$ cat src/rtl/uart_pkg.sv
// Shared UART definitions: receiver state encoding, bit-period derivation
// and frame constants (also used by uart_tx).
package uart_pkg;

  localparam int DATA_BITS       = 8;
  localparam int FRAMES_PER_WORD = 2;

  typedef enum logic [2:0] {
    IDLE  = 3'd0,
    START = 3'd1,
    DATA  = 3'd2,
    STOP  = 3'd3,
    GAP   = 3'd4
  } rx_state_e;

  // Same rounding as the transmitter so both ends agree on the bit period.
  function automatic int calc_clocks_per_bit(input int clock_speed, input int baud_rate);
    return (clock_speed / baud_rate) + 1;
  endfunction

endpackage

$ cat src/rtl/uart_rx_sync.sv
// Two-flop synchronizer for an asynchronous serial line, plus falling-edge
// detect on the synchronized value. All flops reset to 1 (idle line) so a
// reset release never looks like a start edge.
module uart_rx_sync (
  input  logic clk,
  input  logic rst,
  input  logic rxd,
  output logic rxd_sync,
  output logic rxd_fall
);

  logic meta, sync, prev;

  // Synchronizer chain and one-cycle history for the edge detector.
  always_ff @(posedge clk or negedge rst) begin
    if (!rst) begin
      meta <= 1'b1;
      sync <= 1'b1;
      prev <= 1'b1;
    end else begin
      meta <= rxd;
      sync <= meta;
      prev <= sync;
    end
  end

  assign rxd_sync = sync;
  assign rxd_fall = prev & ~sync;

endmodule

$ cat src/rtl/uart_rx16.sv
// 16-bit word receiver: two back-to-back 8N1 frames, low byte first.
// Centre-samples each bit and emits the word with a one-cycle rx_valid.
// Optional macro UART_RX_MAJORITY_EN: 2-of-3 majority vote around every
// centre sample; timing of all decisions moves one clock later.
module uart_rx16 import uart_pkg::*; #(
  parameter int CLOCK_SPEED      = 100_000_000,
  parameter int BAUD_RATE        = 9600,
  parameter int CLOCKS_PER_BIT   = calc_clocks_per_bit(CLOCK_SPEED, BAUD_RATE),
  parameter int GAP_TIMEOUT_BITS = 20
) (
  input  logic        clk,
  input  logic        rst,
  input  logic        rxd,
  output logic [15:0] rx_data,
  output logic        rx_valid,
  output logic        frame_err,
  output logic        busy
);

  localparam int GAP_CLKS = GAP_TIMEOUT_BITS * CLOCKS_PER_BIT;
  localparam int GAP_W    = $clog2(GAP_CLKS);
  localparam int IDX_W    = $clog2(DATA_BITS);

`ifdef UART_RX_MAJORITY_EN
  localparam int MAJ_DLY = 1;
`else
  localparam int MAJ_DLY = 0;
`endif

  // The start-bit decision point sets the phase for every later bit. With
  // the majority vote it sits one clock after the start centre, so the
  // bit_cnt wrap at CLOCKS_PER_BIT-1 lands on centre+1 of each later bit.
  localparam logic [13:0]      START_SMP = 14'(CLOCKS_PER_BIT / 2 - 1 + MAJ_DLY);
  localparam logic [13:0]      BIT_LAST  = 14'(CLOCKS_PER_BIT - 1);
  localparam logic [GAP_W-1:0] GAP_LAST  = GAP_W'(GAP_CLKS - 1);
  localparam logic [IDX_W-1:0] IDX_LAST  = IDX_W'(DATA_BITS - 1);

  logic rxd_sync, rxd_fall, sample_bit;

  uart_rx_sync u_sync (
    .clk      (clk),
    .rst      (rst),
    .rxd      (rxd),
    .rxd_sync (rxd_sync),
    .rxd_fall (rxd_fall)
  );

`ifdef UART_RX_MAJORITY_EN
  logic [1:0] hist;

  // Two previous synced samples; with the current one they form the vote.
  always_ff @(posedge clk or negedge rst) begin
    if (!rst) hist <= 2'b11;
    else      hist <= {hist[0], rxd_sync};
  end

  assign sample_bit = (hist[1] & hist[0]) | (hist[1] & rxd_sync) | (hist[0] & rxd_sync);
`else
  assign sample_bit = rxd_sync;
`endif

  rx_state_e            state, state_nxt;
  logic [13:0]          bit_cnt, bit_cnt_nxt;
  logic [GAP_W-1:0]     gap_cnt, gap_cnt_nxt;
  logic [IDX_W-1:0]     bit_idx, bit_idx_nxt;
  logic                 hi_byte, hi_byte_nxt;
  logic [DATA_BITS-1:0] shift_reg, shift_nxt;
  logic [DATA_BITS-1:0] lo_byte, lo_byte_nxt;
  logic [15:0]          rx_data_nxt;
  logic                 rx_valid_nxt, frame_err_nxt, busy_nxt;

  // State and datapath registers; outputs are registered pulses.
  always_ff @(posedge clk or negedge rst) begin
    if (!rst) begin
      state     <= IDLE;
      bit_cnt   <= '0;
      gap_cnt   <= '0;
      bit_idx   <= '0;
      hi_byte   <= 1'b0;
      shift_reg <= '0;
      lo_byte   <= '0;
      rx_data   <= '0;
      rx_valid  <= 1'b0;
      frame_err <= 1'b0;
      busy      <= 1'b0;
    end else begin
      state     <= state_nxt;
      bit_cnt   <= bit_cnt_nxt;
      gap_cnt   <= gap_cnt_nxt;
      bit_idx   <= bit_idx_nxt;
      hi_byte   <= hi_byte_nxt;
      shift_reg <= shift_nxt;
      lo_byte   <= lo_byte_nxt;
      rx_data   <= rx_data_nxt;
      rx_valid  <= rx_valid_nxt;
      frame_err <= frame_err_nxt;
      busy      <= busy_nxt;
    end
  end

  // Next-state and datapath decode for the frame-pair receiver.
  always_comb begin
    state_nxt     = state;
    bit_cnt_nxt   = bit_cnt + 14'd1;
    gap_cnt_nxt   = gap_cnt;
    bit_idx_nxt   = bit_idx;
    hi_byte_nxt   = hi_byte;
    shift_nxt     = shift_reg;
    lo_byte_nxt   = lo_byte;
    rx_data_nxt   = rx_data;
    rx_valid_nxt  = 1'b0;
    frame_err_nxt = 1'b0;
    busy_nxt      = busy;
    case (state)
      IDLE: begin
        bit_cnt_nxt = '0;
        if (rxd_fall) begin
          state_nxt   = START;
          hi_byte_nxt = 1'b0;
        end
      end
      START: begin
        if (bit_cnt == START_SMP) begin
          bit_cnt_nxt = '0;
          if (!sample_bit) begin
            state_nxt   = DATA;
            bit_idx_nxt = '0;
            busy_nxt    = 1'b1;
          end else begin
            // Glitch: resume waiting for whichever frame was expected.
            state_nxt = hi_byte ? GAP : IDLE;
          end
        end
      end
      DATA: begin
        if (bit_cnt == BIT_LAST) begin
          bit_cnt_nxt          = '0;
          shift_nxt[bit_idx]   = sample_bit;
          bit_idx_nxt          = bit_idx + IDX_W'(1);
          if (bit_idx == IDX_LAST) state_nxt = STOP;
        end
      end
      STOP: begin
        if (bit_cnt == BIT_LAST) begin
          bit_cnt_nxt = '0;
          if (!sample_bit) begin
            frame_err_nxt = 1'b1;
            state_nxt     = IDLE;
            busy_nxt      = 1'b0;
            hi_byte_nxt   = 1'b0;
          end else if (!hi_byte) begin
            lo_byte_nxt = shift_reg;
            hi_byte_nxt = 1'b1;
            gap_cnt_nxt = '0;
            state_nxt   = GAP;
          end else begin
            // Leave at mid-stop so a following start edge is not missed.
            rx_data_nxt  = {shift_reg, lo_byte};
            rx_valid_nxt = 1'b1;
            state_nxt    = IDLE;
            busy_nxt     = 1'b0;
            hi_byte_nxt  = 1'b0;
          end
        end
      end
      GAP: begin
        bit_cnt_nxt = '0;
        gap_cnt_nxt = gap_cnt + GAP_W'(1);
        if (rxd_fall) begin
          state_nxt = START;
        end else if (gap_cnt == GAP_LAST) begin
          state_nxt   = IDLE;
          busy_nxt    = 1'b0;
          hi_byte_nxt = 1'b0;
        end
      end
      default: state_nxt = IDLE;
    endcase
  end

endmodule

$ cat config.mk
export PLATFORM = sky130hd
export DESIGN_NAME = uart_rx16
export DESIGN_NICKNAME = d
export VERILOG_FILES = /design/src/rtl/uart_pkg.sv /design/src/rtl/uart_rx_sync.sv /design/src/rtl/uart_rx16.sv
export SDC_FILE = /design/constraint.sdc
export NUM_CORES = 1
export LEC_CHECK = 0
export CAP_MARGIN = 20
export CORE_ASPECT_RATIO = 0.7
export CORE_MARGIN = 5
export CORE_UTILIZATION = 40
export DETAILED_ROUTE_END_ITERATION = 7
export PLACE_DENSITY = 0.67
export SYNTH_ARGS = -nofsm -noshare
export SYNTH_HDL_FRONTEND = slang
export SYNTH_SLANG_ARGS = --single-unit
$ cat constraint.sdc
create_clock -name clk -period 2.8 [get_ports clk]
set_clock_uncertainty 0.05 [all_clocks]
set_input_delay 0.84 -clock clk [delete_from_list [all_inputs] [get_ports clk]]
set_output_delay 0.84 -clock clk [all_outputs]
set_load 0.05 [all_outputs]
==> run metrics, run 1 <==
Hold Path Sink u_sync.rxd_sync; status finished, final reports clean; CTS tree built; switching power of the nets 0.5791 mW; FF+latch count, synth 77; clk sinks 77; port buffer count 21; clock share of power 45.6%; H-tree depth 3; Pins Over Slew Limit 0; # placed instances 490; Max stage delay on crit path 620 ps; Setup Crit Path Kind register to register; Root Driver clkbuf_16; placer congestion estimate 0.8733; part of the power in combinational logic 6.6%; leakage power 1.935 nW; Post-Syn Instances 350; Int Pwr 1.936 mW; r2r endpoint gap_cnt[16]; RR Startpoint bit_cnt[3]; Worst path slowest cell or4_4; Synth warnings 0; core area 9071 um2; Max Clk Rate 0.3725 GHz; maximum vdd drop 0.0004401 V; largest net degree at the start of global routing 45; post-route setup slack 115.4 ps; area share of the largest cell type after synthesis 49.83%; Tightest Pin Transition 701.9 ps; Synth Area per Inst 10.62 um2; most common cell after layout, fill and taps aside dfrtp_1; post-route ant nets 0; Async SR Flop Fraction 100.0%; reg2reg path depth 5; DR DRC count 0; hold path depth 0; CP max FO 16; final hold vios 0; CTS Buf Count 9; RSZ-0062 raised after global routing false; post-detail-place hpwl 5533 um; global route total overflow 0; share of layout cells above drive strength 1 17.54%; first-pass GRT wire length 13300 um; crit path capture type register; Net Sw Frac 23.03%; Worst Path Required 3010 ps; critical-path cell list or4b_4 -> or4_4 -> and2_4 -> or4_1 -> a21oi_1; Bufs on Longest Clock Path 2; Final nets 385; top area cells in the synthesized netlist dfrtp_1, mux2_2, nand2_1; # diodes 0; DR vias 2694; Detailed Routing Iterations Pass 1 4; gr usage total 14.50%; Vias/cell 5.324; fin cells 506; Arr. time, crit path 2900 ps; Synth Flop Type dfrtp_1; EDFF count, synth 0; initial antenna violation count 0; Hold Buf Count CTS 0; Ports 22; startpoint class of the critical path register; distinct cell type count after synthesis 52; Syn-to-layout area delta 18.15%; max-cap violations 0; fin crit period 2685 ps; post-synthesis sequential area ratio 51.95%; Slew Limit Headroom 53.16%; Die Area 11350 um2; Die Width 125.2 um; power per cell area 572.8 nW/um2; Vert. Die Dim 90.64 um; dpl ws 90.59 ps; total wire length 7889 um; drt wl/cell 15.59 um; area leader, netlist dfrtp_1; sum of negative setup slack 0 ps; worst reg2reg setup slack 120 ps; clock-pin slew on the worst setup and hold paths 60 ps; Syn Std Cell Area 3716 um2; Hold Path Class register to register; Starting Density 40.97%; Tcrit/Tclk final 95.88%; # rows 29; hold path start u_sync.meta; total power 2.515 mW; clk_lat worst skew 330 ps; Largest register FFs 18; biggest regs gap_cnt: 18 flops, rx_data: 16 flops, bit_cnt: 14 flops; Flop pwr share 47.8%; number of DRC markers in iteration 0 289; Syn Nets 358; vias in the first global route 2635; Setup-failing EPs final 0; Largest Register gap_cnt; most frequent cells in the layout dfrtp_1, nand2_1, nor2_1
==> critical path, delay by kind of cell (launching register included) <==
kind               cells  cell delay, ps
AOI/OAI and AO/OA      1             150
DFF                    1             430
and+or+nand+nor        4            1970
==> worst max path at each step <==
stage,to,depth (start not counted),slack (ps),start
after CTS,shift_reg[2],5,80,bit_cnt[3]
after detailed placement,shift_reg[2],5,90,bit_cnt[3]
final,gap_cnt[16],5,120,bit_cnt[3]
after global placement,gap_cnt[3],5,210,bit_cnt[3]
after floorplan,gap_cnt[16],7,160,bit_cnt[3]
after global routing,gap_cnt[10],5,4,bit_cnt[3]
==> per-layer routing <==
layer	global-route usage, %	part of all wire, %
met1	21.22	51
met2	19.99	43
met3	4.728	4.5
met4	5.054	1.5
met5	0	0
==> per-stage QoR <==
| stage | hold slack, ps | util (%) | area [um2] |
|---|---|---|---|
| after floorplan | 295.2 | - | 3716 |
| after global placement | 295.7 | 45.09 | 4090 |
| after detailed placement | 299.6 | 45.09 | 4090 |
| after CTS | 308.1 | 48.33 | 4384 |
| after global routing | 313.8 | 48.40 | 4390 |
| final | 306.5 | 48.40 | 4390 |
==> layout make-up <==
type	instances	area, um2
Fill cell	853	4681
Sequential cell	77	1931
Multi-Input combinational cell	251	1682
Timing Repair Buffer	33	310.3
Clock buffer	12	246.5
Tap cell	124	155.1
Clock inverter	4	47.55
Inverter	5	18.77
==> power groups by stage <==
| stage | clock [mW] | sequential, mW | combinational (mW) |
|---|---|---|---|
| after floorplan | 0 | 1.20 | 0.114 |
| after global placement | 0 | 1.22 | 0.160 |
| after detailed placement | 0 | 1.22 | 0.166 |
| after CTS | 1.18 | 1.20 | 0.168 |
| after global routing | 1.22 | 1.21 | 0.189 |
| final | 1.15 | 1.20 | 0.166 |
==> cells in the mapped netlist, types with 4 or more instances <==
master and n:
buf_2 4, nand4b_1 5, clkbuf_1 9, nor2_1 35, o31ai_1 8, nor3_1 4
and2_1 5, nand4_1 6, a211oi_1 4, o21ai_0 6, and3_1 4, xnor2_1 13
nand2_1 44, ha_1 5, nand3_1 13, a21oi_1 10, inv_1 5, mux2_2 25
or4_1 7, dfrtp_1 74, xor2_1 8
==> timing repair <==
action / CTS / global route
gates resized for setup: 0 / 1
setup endpoints to repair: 0 / 1
buffers inserted: 0 / 0
==> cell families (layout without fill, tap and decap cells) <==
kind of cell / count (synthesis) / in the layout / synth area share (%)
compound gates: 43 / 43 / 8.014
xor+xnor: 21 / 21 / 4.950
fa+ha+maj: 5 / 5 / 1.684
buf+inv: 22 / 54 / 2.963
flops: 77 / 77 / 51.95
mux: 25 / 25 / 7.576
simple gates: 157 / 157 / 22.86
Power figures use the tool's default switching activity.
==> inputs of run 2 (changes only) <==
--- a/config.mk
+++ b/config.mk
@@ -14,3 +14,4 @@
 export SYNTH_ARGS = -nofsm -noshare
 export SYNTH_HDL_FRONTEND = slang
 export SYNTH_SLANG_ARGS = --single-unit
+export TNS_END_PERCENT = 30
==> results of run 2 <==
The final DEF is identical to that of run 1; final timing and power are the same.
==> inputs of run 3 (changes only) <==
--- a/config.mk
+++ b/config.mk
@@ -11,6 +11,7 @@
 export CORE_UTILIZATION = 40
 export DETAILED_ROUTE_END_ITERATION = 7
 export PLACE_DENSITY = 0.67
+export SKIP_CTS_REPAIR_TIMING = 1
 export SYNTH_ARGS = -nofsm -noshare
 export SYNTH_HDL_FRONTEND = slang
 export SYNTH_SLANG_ARGS = --single-unit
==> results of run 3 <==
The final DEF is identical to that of run 1; final timing and power are the same.
